--- src/rtl/beat_rate_estimator.sv ---
// Heartbeat peak detector (hysteresis + refractory window) that measures the
// inter-beat interval in samples and converts it to BPM with a restoring divider.
module beat_rate_estimator #(
    parameter int FS      = 100,
    parameter int HYST    = 8,
    parameter int MIN_IBI = 30,
    parameter int MAX_IBI = 300,
    parameter int DIV_W   = 16
) (
    input  logic       clk,
    input  logic       reset,
    input  logic       sample_valid,
    input  logic [9:0] sample,
    output logic       beat,
    output logic [7:0] bpm,
    output logic       bpm_valid,
    output logic       locked,
    output logic [7:0] beat_count
);

    localparam logic [DIV_W-1:0] NUMER     = DIV_W'(60 * FS);
    localparam logic [DIV_W-1:0] MIN_IBI_C = DIV_W'(MIN_IBI);
    localparam logic [DIV_W-1:0] MAX_IBI_C = DIV_W'(MAX_IBI);
    localparam logic [10:0]      HYST_C    = 11'(HYST);
    localparam int               STEP_W    = $clog2(DIV_W + 1);
    localparam logic [STEP_W-1:0] LAST_STEP = STEP_W'(DIV_W - 1);

    typedef enum logic {RISE, FALL} peak_state_e;
    typedef enum logic [1:0] {DIV_IDLE, DIV_RUN, DIV_DONE} div_state_e;

    peak_state_e       peak_q, peak_d;
    logic [9:0]        max_q, max_d;
    logic [9:0]        min_q, min_d;
    logic [DIV_W-1:0]  cnt_q, cnt_d;
    logic              have_first_q, have_first_d;
    logic              heard_q, heard_d;
    logic              beat_q, beat_d;
    logic [7:0]        beat_count_q, beat_count_d;
    div_state_e        div_q, div_d;
    logic [STEP_W-1:0] step_q, step_d;
    logic [DIV_W-1:0]  rem_q, rem_d;
    logic [DIV_W-1:0]  quo_q, quo_d;
    logic [DIV_W-1:0]  dvs_q, dvs_d;
    logic [7:0]        bpm_q, bpm_d;
    logic              bpm_valid_q, bpm_valid_d;

    logic [DIV_W-1:0]  ibi_now;
    logic              peak_found;
    logic              accepted;
    logic              timeout;
    logic [DIV_W:0]    shifted;
    logic [DIV_W:0]    trial;
    logic [7:0]        bpm_sat;

    always_comb begin
        ibi_now    = cnt_q + 1'b1;
        peak_found = sample_valid && (peak_q == RISE)
                     && (({1'b0, sample} + HYST_C) <= {1'b0, max_q});
        accepted   = peak_found && (!have_first_q || (ibi_now >= MIN_IBI_C));
        // An accepted peak on the timeout sample suppresses the timeout.
        timeout    = sample_valid && have_first_q && !peak_found && (ibi_now == MAX_IBI_C);
        shifted    = {rem_q, quo_q[DIV_W-1]};
        trial      = shifted - {1'b0, dvs_q};
        bpm_sat    = (|quo_q[DIV_W-1:8]) ? 8'hFF : quo_q[7:0];
    end

    // Peak FSM, interval counter and beat bookkeeping; advance only on valid samples.
    always_comb begin
        peak_d       = peak_q;
        max_d        = max_q;
        min_d        = min_q;
        cnt_d        = cnt_q;
        have_first_d = have_first_q;
        beat_d       = 1'b0;
        beat_count_d = beat_count_q;
        if (sample_valid) begin
            case (peak_q)
                RISE: begin
                    if (peak_found) begin
                        peak_d = FALL;
                        min_d  = sample;
                    end else if (sample > max_q) begin
                        max_d = sample;
                    end
                end
                default: begin
                    if ({1'b0, sample} >= ({1'b0, min_q} + HYST_C)) begin
                        peak_d = RISE;
                        max_d  = sample;
                    end else if (sample < min_q) begin
                        min_d = sample;
                    end
                end
            endcase
            if (accepted) begin
                cnt_d        = '0;
                beat_d       = 1'b1;
                beat_count_d = beat_count_q + 8'd1;
                have_first_d = 1'b1;
            end else begin
                cnt_d = (ibi_now >= MAX_IBI_C) ? MAX_IBI_C : ibi_now;
            end
            if (timeout) begin
                have_first_d = 1'b0;
            end
        end
    end

    // Divider: load on the accepting edge, DIV_W restoring steps, then publish.
    always_comb begin
        div_d       = div_q;
        step_d      = step_q;
        rem_d       = rem_q;
        quo_d       = quo_q;
        dvs_d       = dvs_q;
        bpm_d       = bpm_q;
        bpm_valid_d = 1'b0;
        case (div_q)
            DIV_IDLE: begin
                if (accepted && have_first_q) begin
                    div_d  = DIV_RUN;
                    step_d = '0;
                    rem_d  = '0;
                    quo_d  = NUMER;
                    dvs_d  = ibi_now;
                end
            end
            DIV_RUN: begin
                if (trial[DIV_W]) begin
                    rem_d = shifted[DIV_W-1:0];
                    quo_d = {quo_q[DIV_W-2:0], 1'b0};
                end else begin
                    rem_d = trial[DIV_W-1:0];
                    quo_d = {quo_q[DIV_W-2:0], 1'b1};
                end
                step_d = step_q + 1'b1;
                if (step_q == LAST_STEP) begin
                    div_d = DIV_DONE;
                end
            end
            DIV_DONE: begin
                div_d       = DIV_IDLE;
                bpm_d       = bpm_sat;
                bpm_valid_d = 1'b1;
            end
            default: div_d = DIV_IDLE;
        endcase
        if (timeout) begin
            div_d       = DIV_IDLE;
            bpm_d       = '0;
            bpm_valid_d = 1'b1;
        end
    end

    // heard: a nonzero rate has been published since the first beat of this lock.
    always_comb begin
        heard_d = heard_q;
        if (accepted && !have_first_q) begin
            heard_d = 1'b0;
        end else if ((div_q == DIV_DONE) && !timeout && (bpm_sat != 8'd0)) begin
            heard_d = 1'b1;
        end
    end

    // NOTE: state is updated only with non-blocking assignments so every flop
    // samples the pre-edge values computed above, independent of statement order.
    always_ff @(posedge clk or posedge reset) begin
        if (reset) begin
            peak_q       <= RISE;
            max_q        <= '0;
            min_q        <= 10'd1023;
            cnt_q        <= '0;
            have_first_q <= 1'b0;
            heard_q      <= 1'b0;
            beat_q       <= 1'b0;
            beat_count_q <= '0;
            div_q        <= DIV_IDLE;
            step_q       <= '0;
            rem_q        <= '0;
            quo_q        <= '0;
            dvs_q        <= '0;
            bpm_q        <= '0;
            bpm_valid_q  <= 1'b0;
        end else begin
            peak_q       <= peak_d;
            max_q        <= max_d;
            min_q        <= min_d;
            cnt_q        <= cnt_d;
            have_first_q <= have_first_d;
            heard_q      <= heard_d;
            beat_q       <= beat_d;
            beat_count_q <= beat_count_d;
            div_q        <= div_d;
            step_q       <= step_d;
            rem_q        <= rem_d;
            quo_q        <= quo_d;
            dvs_q        <= dvs_d;
            bpm_q        <= bpm_d;
            bpm_valid_q  <= bpm_valid_d;
        end
    end

    assign beat       = beat_q;
    assign bpm        = bpm_q;
    assign bpm_valid  = bpm_valid_q;
    assign beat_count = beat_count_q;
    assign locked     = have_first_q & heard_q;

endmodule

--- config.mk ---
export PLATFORM = sky130hd
export DESIGN_NAME = beat_rate_estimator
export DESIGN_NICKNAME = d
export VERILOG_FILES = /design/src/rtl/beat_rate_estimator.sv
export SDC_FILE = /design/constraint.sdc
export NUM_CORES = 1
export LEC_CHECK = 0
export CORE_MARGIN = 1
export CORE_UTILIZATION = 40
export DETAILED_ROUTE_END_ITERATION = 10
export GPL_TIMING_DRIVEN = 0
export PLACE_DENSITY = 0.64
export REMOVE_ABC_BUFFERS = 1
export SETUP_SLACK_MARGIN = 0.3
export SLEW_MARGIN = 30
export SYNTH_ARGS = -nofsm -noshare
export SYNTH_HDL_FRONTEND = slang
export SYNTH_SLANG_ARGS = --single-unit
export TNS_END_PERCENT = 20
--- constraint.sdc ---
create_clock -name clk -period 4.85 [get_ports clk]
set_clock_uncertainty 0.2 [all_clocks]
set_input_delay 0.97 -clock clk [delete_from_list [all_inputs] [get_ports clk]]
set_output_delay 0.97 -clock clk [all_outputs]
set_load 0.05 [all_outputs]
After elaboration in Yosys (flattened, before gate mapping):

Cells that the tools add are included.

* $add $sub $neg: 6
* $mul: 0
* div/mod/pow operators: 0
* $lt $le $gt $ge: 6
* eq/ne operators: 11
* shifts and indexed selects: 0
* multiplexer cells: 36
* bitwise operators: 2
* reduce and logical (&&, ||, !) cells: 30

Operator list (count)
* $mux 10: 8
* $mux 16: 5
* $pmux 16 s2: 2
* $mux 8: 3
* $add 10x4->11 const B: 2
* $sub 17x16->17: 1
* $add 16x1->16 const B: 1
* $eq 16x9->1 const B: 1
* $ge 16x5->1 const B: 1
* $ge 16x9->1 const B: 1
* $mux 1: 12
* $reduce_bool 2->1: 6
* $ge 10x11->1: 1
* $le 11x10->1: 1
* $gt 10x10->1: 1
* $logic_and 1x1->1: 10
* $lt 10x10->1: 1
* $pmux 5 s2: 1
* $reduce_and 2->1: 5
* $add 8x1->8 const B: 1
* $reduce_and 4->1: 2
* $reduce_bool 8->1: 1
* $reduce_or 8->1: 1
* $mux 2: 3
* other kinds (14): 20

* bits in registers: 112
* bits in latches: 0
* memory bits (writable): 0
* bits in read-only memories: 0
* input port bits: 13
* output and inout bits: 19
* word-level logic and storage cells: 106
* memories: 0

Depth between registers and ports, before layout:

Gate-level depths: netlist of the first run.

* word-level depth: 11
* depth in mapped cells: 13
* depth with buffers taken out: 11

Worst setup path before layout of the first run:

Ideal clock, no wire load.

* path type: input to register
* from: input sample[3]
* to: register min_q[0]
* data arrival time: 3.374 ns
* setup slack: 1.194 ns
* stages: 11
* buffers on the path: 0
* cell sequence: ha_1 > and3_1 > nand3_1 > xnor2_1 > ha_1 > nand3_1 > and2_1 > o21ai_0 > o21ai_1 > a31oi_1 > mux2_2

* longest elaborated chain between the ends: 5
* elaborated cells on any way between the ends: 9
* those cells by class: add/sub: 1; order compare: 3; eq/ne: 2; reduce/logical: 3

RTL lines
* start, declared: RTL line 13 `input logic [9:0] sample,`
* $add 10x4->11: RTL line 58 `&& (({1'b0, sample} + HYST_C) <= {1'b0, max_q});`
* $le 11x10->1: RTL line 58
* $logic_and 1x1->1: RTL line 58
* $reduce_bool 2->1 (no line)
* $reduce_and 4->1 (no line) *
* end signal, assigned: RTL line 187 `min_q <= min_d;`
* end, declared: RTL line 33 `logic [9:0] min_q, min_d;`

Every way passes the cells marked *; elsewhere a longest branch is shown, timed or not.
A chain may end at the register's enable or synchronous reset.

Worst setup path after layout of the first run:

* from: input sample[4]
* to: register max_q[4]

* longest elaborated chain between the ends: 5
* elaborated cells on any way between the ends: 13
* those cells by class: add/sub: 1; order compare: 3; eq/ne: 2; mux: 4; reduce/logical: 3

RTL lines
* $add 10x4->11: RTL line 58
* $le 11x10->1: RTL line 58
* $logic_and 1x1->1: RTL line 58
* $ne 2x2->1 (no line)
* $reduce_and 4->1 (no line)
* end signal, assigned: RTL line 186 `max_q <= max_d;`
* end, declared: RTL line 32 `logic [9:0] max_q, max_d;`

Several ways; a longest one is shown, not always the timed one. The select of a mux whose other input is x is not followed.

==> metrics.md, run 1 <==
| Metric | Value |
|---|---|
| Final Hold Fails | 0 |
| DRC Markers | 0 |
| Post-route ant nets | 0 |
| DIE AREA | 0.01869 sq mm |
| Drt pass-1 iters | 4 |
| Post-route cell area | approximately 0.0082 sq mm |
| Placed cell count | 995 |
| Final Instance Count excl. Fillers | 1011 |
| Yosys cell types | 72 |
| VDD IR max | slightly above 300 uV |
| Initial Util | 0.4140 |
| Vias per cell | approximately 5.5 |
| Via Count | roughly 5500 |
| Pleak | roughly 3.6 nW |
| DRT Wirelength | 15020 microns |
| Yosys warnings | 0 |
| Top cells by area, synth | dfrtp_1 35%, ha_1 9.8%, xnor2_1 4.1% |
| Cell taking the most area after synthesis | dfrtp_1 |
| Clock transition at path regs | approximately 0.070 ns |
| Commonest cells in the netlist | 102 x dfrtp_1, 62 x inv_1, 57 x ha_1, 56 x nor2_1, 55 x nand2_1 |
| Synth Area per Inst | 9.452 sq um |
| Power Density | 689.9 mW/mm^2 |
| Maxcap violations | 0 |
| Antenna Cells | 0 |
| CTS sink cnt | 112 |
| Longest Clk Path Bufs | 2 |
| Share of the synthesized area in the top cell type | 0.3516 |
| Htree depth | 3 |
| Post-synth EDFFs | 0 |
| DP HPWL | ~11000 microns |
| Post-synth top flop | dfrtp_1 |
| Die span in x | 136.7 microns |
| CP startpoint kind | input pin |
| Largest net degree at the start of global routing | 81 |
| Highest clock rate | approximately 0.23 GHz |
| Core area | 0.01754 sq mm |
| Kind of end point of the critical path | register |
| Port Buffers | 31 |
| Crit path largest cell delay | between 0.6 and 0.7 ns |
| WP data required | 4.90 ns |
| RSZ-0062 raised after global routing | yes |
| Synthesized flop and latch total | 112 |
| WHS | 0.2674 ns |
| Fin. max-slew vios | 0 |
| WS Path Type | input pin to register |
| Mapped Area | around 0.0073 sq mm |
| Vias in the first global route | ~5300 |
| Final setup fails | 0 |
| Ports | 32 |
| WL/cell | 14.86 microns |
| Top-count cell post-synth | dfrtp_1 |
| Ys async rst share | 1.000 |
| Die Y | 136.7 microns |
| Total gr overflow | 0 |
| Critical path data arrival time | 4.46 ns |
| Sequential fraction of the synthesis area | 0.3878 |
| First-pass GRT wire length | around 26000 microns |
| Initial antenna violation count | 0 |
| Cells after Synth | 768 |
| Worst min-delay path class | register to register |
| Iter 0 DRT Violations | between 300 and 400 |
| Placement Cell Area | 0.007893 sq mm |
| Final Cycle Share | 0.9095 |
| Root Buffer | clkbuf_16 |
| Worst relative slew slack | 0.4393 |
| GPL Wtd Cong | 0.8279 |
| FF-to-FF setup slack | a little over 0.8 ns |
| Worst Tran Pin Value | 0.8384 ns |
| Clk_lat worst skew | 0.37 ns |
| CP cell instances | clkdlybuf4s50_1, ha_1, and3_1, nand3_1, xnor2_1, ha_1, nand3_1, and2_1, o21ai_0, o21ai_4, buf_16, a2111o_1, mux2_2 |
| Share of post-route cells with drive strength above 1 | 0.09033 |
| Critical-path cell with the highest stage delay | clkdlybuf4s50_1 |
| All-Layer GR Usage | 0.1730 |
| # rows | 48 |
| Fin crit period | 4.411 ns |
| Fin nets | between 800 and 900 |
| Status | finished, final reports clean |
| CTS Buf Count | 9 |
| Syn-to-layout area delta | 13.03% |
| CP max FO | 26 |
| CTS tree | yes |
| Post-CTS setup buffers | 0 |
path summary, 6_finish.rpt:
check                                     startpoint                   endpoint  depth (start not counted)
setup / recovery                           sample[4]       max_q[4]$_DFFE_PP0P_                         13
setup reg to reg                cnt_q[0]$_DFFE_PP0P_  beat_count[1]$_DFFE_PP0P_                          8
hold / removal             beat_count[7]$_DFFE_PP0P_  beat_count[7]$_DFFE_PP0P_                          1
hold reg to reg            beat_count[7]$_DFFE_PP0P_  beat_count[7]$_DFFE_PP0P_                          1
max in group asynchronous                      reset      rem_q[14]$_DFFE_PP0P_                          3
min in group asynchronous                      reset       max_q[9]$_DFFE_PP0P_                          2
state kept, by name, summed over array words and instances, names as in the netlist:
| name | cells |
|---|---|
| have_first_q | 1 |
| cnt_q | 16 |
| beat | 1 |
| beat_count | 8 |
| step_q | 5 |
| heard_q | 1 |
| div_q | 2 |
| max_q | 10 |
| rem_q | 16 |
| dvs_q | 16 |
| min_q | 10 |
| bpm | 8 |
| quo_q | 16 |
| peak_q | 1 |
| bpm_valid | 1 |
repair_timing:
action	in CTS	in global routing
setup endpoints to repair	0	17
gates resized for setup	0	1
hold buffers	0	0
per-stage QoR:
step	util	total power [W]	setup slack [ns]	setup TNS [ns]
finish	0.4679	0.005661	0.4389	0
global route	0.4679	0.006167	0.2200	0
CTS	0.4674	0.005696	0.3831	0
detailed placement	0.4501	0.004897	0.005482	0
global placement	0.4384	0.004712	-1.632	-206.04
floorplan	-	0.004063	0.1905	0
power by group:
part           switching [W]  internal, W  total [W]  leakage [nW]
registers           0.000309      0.00135    0.00166          1.34
logic                0.00174      0.00149    0.00323          2.11
clock network       0.000356     0.000420   0.000776         0.151
total                0.00240      0.00326    0.00566          3.59
cell families after synthesis:
family / after synthesis / share of synthesized area
fa+ha+maj: 58 / 0.1010
mux: 50 / 0.07256
buf+inv: 97 / 0.05463
compound gates: 164 / 0.1562
flops: 112 / 0.3878
simple gates: 245 / 0.1772
xor+xnor: 42 / 0.05067
per-layer routing:
layer / vias to the layer above / share of wire / GRT usage
met1: 2670 / 0.49 / 0.2301
met2: 52 / 0.48 / 0.2857
met3: 11 / 0.024 / 0.03407
met5: - / 0 / 0
li1: 2785 / - / -
met4: 0 / 0.0097 / 0.04568
worst max-delay path: cells and delay by family:
| kind | cells | cell delay (ns) |
|---|---|---|
| compound gates | 3 | 1.00 |
| buf+inv | 2 | 0.86 |
| fa+ha+maj | 2 | 0.56 |
| simple gates | 4 | 0.55 |
| mux | 1 | 0.35 |
| xor+xnor | 1 | 0.16 |
cell type report:
cell class,count,area (sq um)
flip-flops and latches,112,2815
repair buffers,37,459.2
multi-input cells,559,4105
clock inverters,5,61.31
clock buffers,11,242.7
well taps,225,281.5
inverters,62,240.2
fillers,1678,9331
layout by cell type (no fill, tap or decap), drive strengths merged, types with 16 or more instances in the layout:
cell type      instances
mux2                  21
ha                    57
nand2                 55
mux2i                 29
inv                   65
a21oi                 27
clkdlybuf4s50         31
nor2                  56
o21ai                 36
dfrtp                102
nand3                 30
xnor2                 34
a211oi                16
Note: power is estimated with default switching activity, not from simulation.
==> run 2, diff against run 1 <==
PLACE_DENSITY = 0.66   (was 0.64)
clock period = 4 ns   (was 4.85 ns; I/O delays follow)
==> run 2 against run 1 <==
  * Clock power rose by 11%
  * Die area did not move
  * Hold slack improved by 0.016 ns
  * Via count rose by 1.0%
  * Critical path type unchanged
==> metrics.md, run 2 (synthesis gave the netlist of run 1 again) <==
| Metric | Value |
|---|---|
| RSZ-0062 raised after global routing | yes (unchanged) |
| Port Buffers | 31 (unchanged) |
| Crit path largest cell delay | 0.52 ns (was 0.67 ns) |
| Clock transition at path regs | 0.07 ns (about the same) |
| P_sw | 0.002957 W (was 0.002400 W) |
| Drt pass-1 iters | 4 (unchanged) |
| Register-to-Register Path Depth | 8 (unchanged) |
| WP data required | 4.03 ns (was 4.90 ns) |
| Total gr overflow | 0 (unchanged) |
| Initial antenna violation count | 0 (unchanged) |
| Fin. max-slew vios | 0 (unchanged) |
| Htree depth | 3 (unchanged) |
| Share of post-route cells with drive strength above 1 | 0.1097 (was 0.09033) |
| Longest Clk Path Bufs | 2 (unchanged) |
| Pint | 0.003959 W (was 0.003261 W) |
| Worst hold start | beat_count[7]$_DFFE_PP0P_ (unchanged) |
| DRC Markers | 0 (unchanged) |
| Power Density | 834.6 mW/mm^2 (was 689.9 mW/mm^2) |
| Filler instances | 1660 (was 1678) |
| Vias in the first global route | 5369 (was 5254) |
| Fin nets | 859 (was 852) |
| Critical path data arrival time | 3.60 ns (was 4.46 ns) |
| DRT Wirelength | 15380 microns (was 15020 microns) |
| Footprint of the multi-input gates | 0.004148 sq mm (was 0.004105 sq mm) |
| GPL Wtd Cong | 0.8054 (was 0.8279) |
| Die Y | 136.7 microns (unchanged) |
| Logic pwr share | 0.583 (was 0.570) |
| Antenna Cells | 0 (unchanged) |
| Most common cell after layout, fill and taps aside | dfrtp_1 (unchanged) |
| Sw Share | 0.4276 (was 0.4240) |
| Setup crit end | max_q[4]$_DFFE_PP0P_ (unchanged) |
| Reg2reg end | step_q[0]$_DFFE_PP0P_ (was beat_count[1]$_DFFE_PP0P_) |
| Largest net degree at the start of global routing | 92 (was 81) |
| CP startpoint | sample[4] (unchanged) |
| Worst Tran Pin Value | 0.8573 ns (was 0.8384 ns) |
| Die span in x | 136.7 microns (unchanged) |
| CP startpoint kind | input pin (unchanged) |
| Initial Util | 0.4140 (unchanged) |
| Worst min-delay path class | register to register (unchanged) |
| Final setup fails | 0 (unchanged) |
| Worst r2r src | cnt_q[0]$_DFFE_PP0P_ (unchanged) |
| Worst relative slew slack | 0.4267 (was 0.4393) |
| WHS | 0.2834 ns (was 0.2674 ns) |
| Critical-path cell with the highest stage delay | a2111o_2 (was clkdlybuf4s50_1) |
| DP HPWL | 10760 microns (was 10740 microns) |
| # rows | 48 (unchanged) |
| All-Layer GR Usage | 0.1708 (was 0.1730) |
| Total power | 0.006916 W (was 0.005661 W) |
| Maxcap violations | 0 (unchanged) |
| CP max FO | 27 (was 26) |
| Vias per cell | 5.476 (was 5.458) |
| CTS tree | yes (unchanged) |
| Via Count | 5575 (was 5518) |
| Sequential cell area | 0.002815 sq mm (unchanged) |
| First-pass GRT wire length | 25560 microns (was 25630 microns) |
| Post-route ant nets | 0 (unchanged) |
| Iter 0 DRT Violations | 285 (was 302) |
| Clk network pwr share | 0.125 (was 0.137) |
| Final Hold Fails | 0 (unchanged) |
| Clk_lat worst skew | 0.35 ns (was 0.37 ns) |
| CTS Hold Buffers Added | 0 (unchanged) |
| Fin crit period | 3.567 ns |
| Commonest cells after routing, fill and taps aside | 102 x dfrtp_1, 61 x inv_1, 56 x nor2_1, 56 x ha_1, 55 x nand2_1 (was 102 x dfrtp_1, 61 x inv_1, 57 x ha_1) |
| FF-to-FF setup slack | 0.49 ns (was 0.83 ns) |
| Ports | 32 (unchanged) |
| Part of the power in registers | 0.291 (was 0.293) |
| Core area | 0.01754 sq mm (unchanged) |
| VDD IR max | 347.1 uV (was 307.7 uV) |
| Final Cycle Share | 0.8918 |
| CTS Buf Count | 9 (unchanged) |
| WL/cell | 15.10 microns (was 14.86 microns) |
| Syn-to-layout area delta | 14.15% (was 13.03%) |
| Kind of end point of the critical path | register (unchanged) |
| DIE AREA | 0.01869 sq mm (unchanged) |
| CP cell instances | clkdlybuf4s15_2, ha_1, and3_1, nand3_1, xnor2_1, ha_1, nand3_1, and2_1, o21ai_2, o21ai_4, buf_16, a2111o_2, mux2_2 (was clkdlybuf4s50_1, ha_1, and3_1, nand3_1, xnor2_1, ha_1, nand3_1, and2_1, o21ai_0, o21ai_4, buf_16, a2111o_1, mux2_2) |
| CTS sink cnt | 112 (unchanged) |
| Status | finished, final reports clean (unchanged) |
| WS Path Type | input pin to register (unchanged) |
| Pleak | 3.626 nW (was 3.594 nW) |
| Root Buffer | clkbuf_16 (unchanged) |
| Highest clock rate | 0.2803 GHz |
==> run 2: cell count changes in the layout (fill, tap and decap cells not counted), moves of 2 or more <==
cell	delta
buf_12	+2
buf_4	+4
clkbuf_2	+2
clkdlybuf4s50_1	-6
clkinvlp_4	+2
inv_6	-2
==> run 2: how the worst min path moves through the flow <==
stage,slack [ns],to,cells past startpoint
after floorplan,0.26,dvs_q[15]$_DFFE_PP0P_,1
after global placement,0.26,beat_count[7]$_DFFE_PP0P_,1
after detailed placement,0.28,beat_count[7]$_DFFE_PP0P_,1
after CTS,0.29,beat_count[7]$_DFFE_PP0P_,1
after global routing,0.31,beat_count[7]$_DFFE_PP0P_,1
final,0.28,beat_count[7]$_DFFE_PP0P_,1
==> run 2: stage by stage <==
step / std cells / instance area (sq um) / utilization / setup TNS (ns) / worst slack [ns]
3_5_place_dp: 995 / 7885 / 0.4496 / -33.45 / -0.6603
6_report: 1018 / 8287 / 0.4725 / 0 / 0.4328
5_1_grt: 1018 / 8287 / 0.4725 / 0 / 0.2705
4_1_cts: 1014 / 8224 / 0.4690 / 0 / 0.3096
2_1_floorplan: 733 / 7096 / - / -11.26 / -0.4895
3_3_place_gp: 989 / 7687 / 0.4384 / -348.06 / -2.291
==> run 2: area by class of cell <==
| cell class | count | share of cell area |
|---|---|---|
| clock inverter | 5 | 0.004832 |
| multi-input combinational | 560 | 0.5005 |
| tap | 225 | 0.03397 |
| sequential | 112 | 0.3397 |
| timing repair buffer | 43 | 0.06266 |
| inverter | 62 | 0.02899 |
| clock buffer | 11 | 0.02929 |
==> run 2: power by group through the flow <==
stage	clock network, W	registers, W	logic [W]
global placement	0	0.00202	0.00361
detailed placement	0	0.00203	0.00391
finish	0.000865	0.00202	0.00403
floorplan	0	0.00206	0.00286
global route	0.000934	0.00209	0.00451
CTS	0.000897	0.00201	0.00399
==> run 2: per-layer routing <==
layer / GRT usage / routed length (microns)
met1: 0.2246 / 7340
met2: 0.2891 / 7395
met3: 0.03148 / 473
met4: 0.04012 / 165
met5: 0 / 0
==> run 2: timing repair <==
action,CTS,global route
resized for setup,16,9
setup endpoints to repair,92,54
gates cloned,0,2
pin swaps,2,2
setup buffers,3,2
==> run 2: worst max-delay path, delay by kind of cell <==
family          cells  cell delay (ns)
mux                 1             0.31
xor+xnor            1             0.16
buf+inv             2             0.46
simple gates        4             0.58
fa+ha+maj           2             0.52
compound gates      3             0.78
==> run 3, diff against run 2 <==
CORE_UTILIZATION = 24   (was 40)
CTS_CLUSTER_SIZE = 30   (was unset)
PLACE_DENSITY = 0.47   (was 0.66)
==> run 3 against run 2 <==
  * Sequential cell count did not move
  * Via count decreased by 0.99%
  * Hold slack better by 0.013 ns
  * Fmax up 0.89%
  * Largest power group unchanged
==> metrics.md, run 3 (synthesis gave the netlist of run 1 again) <==
| Metric | Value |
|---|---|
| Most common cell after layout, fill and taps aside | dfrtp_1 (unchanged) |
| Fin crit period | 3.536 ns (was 3.567 ns) |
| Share of post-route cells with drive strength above 1 | 0.1108 (was 0.1097) |
| All-Layer GR Usage | 0.1116 (was 0.1708) |
| Fin nets | 860 (was 859) |
| Initial antenna violation count | 0 (unchanged) |
| Part of the power in registers | 0.288 (was 0.291) |
| Clk network pwr share | 0.140 (was 0.125) |
| Fin. max-slew vios | 0 (unchanged) |
| Via Count | 5520 (was 5575) |
| Longest Clk Path Bufs | 2 (unchanged) |
| WL/cell | 13.89 microns (was 15.10 microns) |
| RSZ-0062 raised after global routing | no (was yes) |
| Footprint of the multi-input gates | 0.004126 sq mm (was 0.004148 sq mm) |
| Power Density | 827.6 mW/mm^2 (was 834.6 mW/mm^2) |
| Die Y | 175.9 microns (was 136.7 microns) |
| Core area | 0.02972 sq mm (was 0.01754 sq mm) |
| CTS tree | yes (unchanged) |
| VDD IR max | 292.5 uV (was 347.1 uV) |
| Final Util | 0.2849 (was 0.4725) |
| Final setup fails | 0 (unchanged) |
| Clock transition at path regs | 0.08 ns (was 0.07 ns) |
| Htree depth | 3 (unchanged) |
| Worst relative slew slack | 0.4128 (was 0.4267) |
| Clk_lat worst skew | 0.36 ns (was 0.35 ns) |
| CP startpoint kind | input pin (unchanged) |
| Setup TNS | 0 ns (unchanged) |
| WS Path Type | input pin to register (unchanged) |
| WHS | 0.2960 ns (was 0.2834 ns) |
| First-pass GRT wire length | 28000 microns (was 25560 microns) |
| Final Cycle Share | 0.8840 (was 0.8918) |
| Status | finished, final reports clean (unchanged) |
| Post-route worst setup slack | 0.4642 ns (was 0.4328 ns) |
| Highest clock rate | 0.2828 GHz (was 0.2803 GHz) |
| Vias in the first global route | 5446 (was 5369) |
| Kind of end point of the critical path | register (unchanged) |
| Crit path largest cell delay | 0.49 ns (was 0.52 ns) |
| Critical path data arrival time | 3.59 ns (was 3.60 ns) |
| DP HPWL | 11740 microns (was 10760 microns) |
| CP cell instances | dlygate4sd2_1, nand2_1, xnor2_1, ha_1, a21o_1, a21oi_1, nand3_1, o21ai_4, buf_8, and3_4, buf_16, mux2_1 (was clkdlybuf4s15_2, ha_1, and3_1, nand3_1, xnor2_1, ha_1, nand3_1, and2_1, o21ai_2, o21ai_4, buf_16, a2111o_2, mux2_2) |
| Die span in x | 175.9 microns (was 136.7 microns) |
| Maxcap violations | 0 (unchanged) |
| DRC Markers | 0 (unchanged) |
| # rows | 63 (was 48) |
| Ports | 32 (unchanged) |
| Filler instances | 3106 (was 1660) |
| Pint | 0.003995 W (was 0.003959 W) |
| WP data required | 4.05 ns (was 4.03 ns) |
| Iter 0 DRT Violations | 294 (was 285) |
| CTS sink cnt | 112 (unchanged) |
| Commonest cells after routing, fill and taps aside | 101 x dfrtp_1, 61 x inv_1, 56 x nor2_1, 56 x ha_1, 55 x nand2_1 (was 102 x dfrtp_1, 61 x inv_1, 56 x nor2_1, 56 x ha_1, 55 x nand2_1) |
| Pre-CTS WS | -0.7490 ns (was -0.6603 ns) |
| Drt pass-1 iters | 4 (unchanged) |
| Worst Tran Pin Value | 0.8780 ns (was 0.8573 ns) |
| Final Hold Fails | 0 (unchanged) |
| Post-route ant nets | 0 (unchanged) |
| Syn-to-layout area delta | 16.61% (was 14.15%) |
| Critical-path cell with the highest stage delay | dlygate4sd2_1 (was a2111o_2) |
| Root Buffer | clkbuf_16 (unchanged) |
| Port Buffers | 31 (unchanged) |
| Initial Util | 0.2443 (was 0.4140) |
| Sequential cell area | 0.002816 sq mm (was 0.002815 sq mm) |
| Antenna Cells | 0 (unchanged) |
| Logic pwr share | 0.573 (was 0.583) |
| DIE AREA | 0.03095 sq mm (was 0.01869 sq mm) |
| Total power | 0.007006 W (was 0.006916 W) |
| Pleak | 3.633 nW (was 3.626 nW) |
| CTS Buf Count | 9 (unchanged) |
| GPL Wtd Cong | 0.7812 (was 0.8054) |
| Vias per cell | 4.662 (was 5.476) |
| Total gr overflow | 0 (unchanged) |
| P_sw | 0.003011 W (was 0.002957 W) |
| Largest net degree at the start of global routing | 64 (was 92) |
| Worst min-delay path class | register to register (unchanged) |
| Sw Share | 0.4297 (was 0.4276) |
| CP max FO | 20 (was 27) |
| DRT Wirelength | 16440 microns (was 15380 microns) |
run 3: power groups by stage:
stage                     clock (W)  combinational, W  sequential [W]
final                      0.000978           0.00401         0.00202
after CTS                   0.00102           0.00400         0.00202
after global placement            0           0.00370         0.00203
after global routing        0.00106           0.00449         0.00209
after floorplan                   0           0.00286         0.00206
after detailed placement          0           0.00392         0.00204
run 3: worst paths after layout:
path	end	cells after the start	slack, ns	from
setup / recovery	dvs_q[15]$_DFFE_PP0P_	12	0.46	sample[7]
hold / removal	dvs_q[15]$_DFFE_PP0P_	1	0.30	dvs_q[15]$_DFFE_PP0P_
setup reg to reg	dvs_q[15]$_DFFE_PP0P_	9	0.55	cnt_q[0]$_DFFE_PP0P_
hold reg to reg	dvs_q[15]$_DFFE_PP0P_	1	0.30	dvs_q[15]$_DFFE_PP0P_
max in group asynchronous	min_q[0]$_DFFE_PP1P_	3	2.26	reset
min in group asynchronous	bpm[0]$_DFFE_PP0P_	2	0.67	reset
run 3: final cells by class:
class | count | share of cell area
clock inverter | 7 | 0.01049
sequential | 112 | 0.3327
tap | 390 | 0.05764
timing repair buffer | 45 | 0.05675
multi-input combinational | 559 | 0.4874
inverter | 62 | 0.02838
clock buffer | 9 | 0.02660
run 3: critical path: cells and delay by family:
family,cells,cell delay (ns)
buffers and inverters,3,0.88
AOI/OAI and AO/OA,3,0.61
and+or+nand+nor,3,0.50
muxes,1,0.32
adders and majority gates,1,0.31
xor gates and xnor gates,1,0.15
run 3: timing repair:
action	CTS	global route
resized for setup	13	9
endpoints found under the setup margin	100	37
buffers inserted	4	3
pin swaps	5	1
hold buffers	0	0
run 3: metrics by stage:
step           cells  cell area (sq um)
2_1_floorplan    733               7096
3_3_place_gp    1154               7894
3_5_place_dp    1161               8087
4_1_cts         1181               8456
5_1_grt         1184               8466
6_report        1184               8466
run 3: routing by layer:
metal,vias to the layer above,share of wire,track usage
met5,-,0,0
met4,0,0.013,0.03116
met3,13,0.023,0.02078
met2,55,0.45,0.1792
met1,2657,0.51,0.1519
li1,2795,-,-
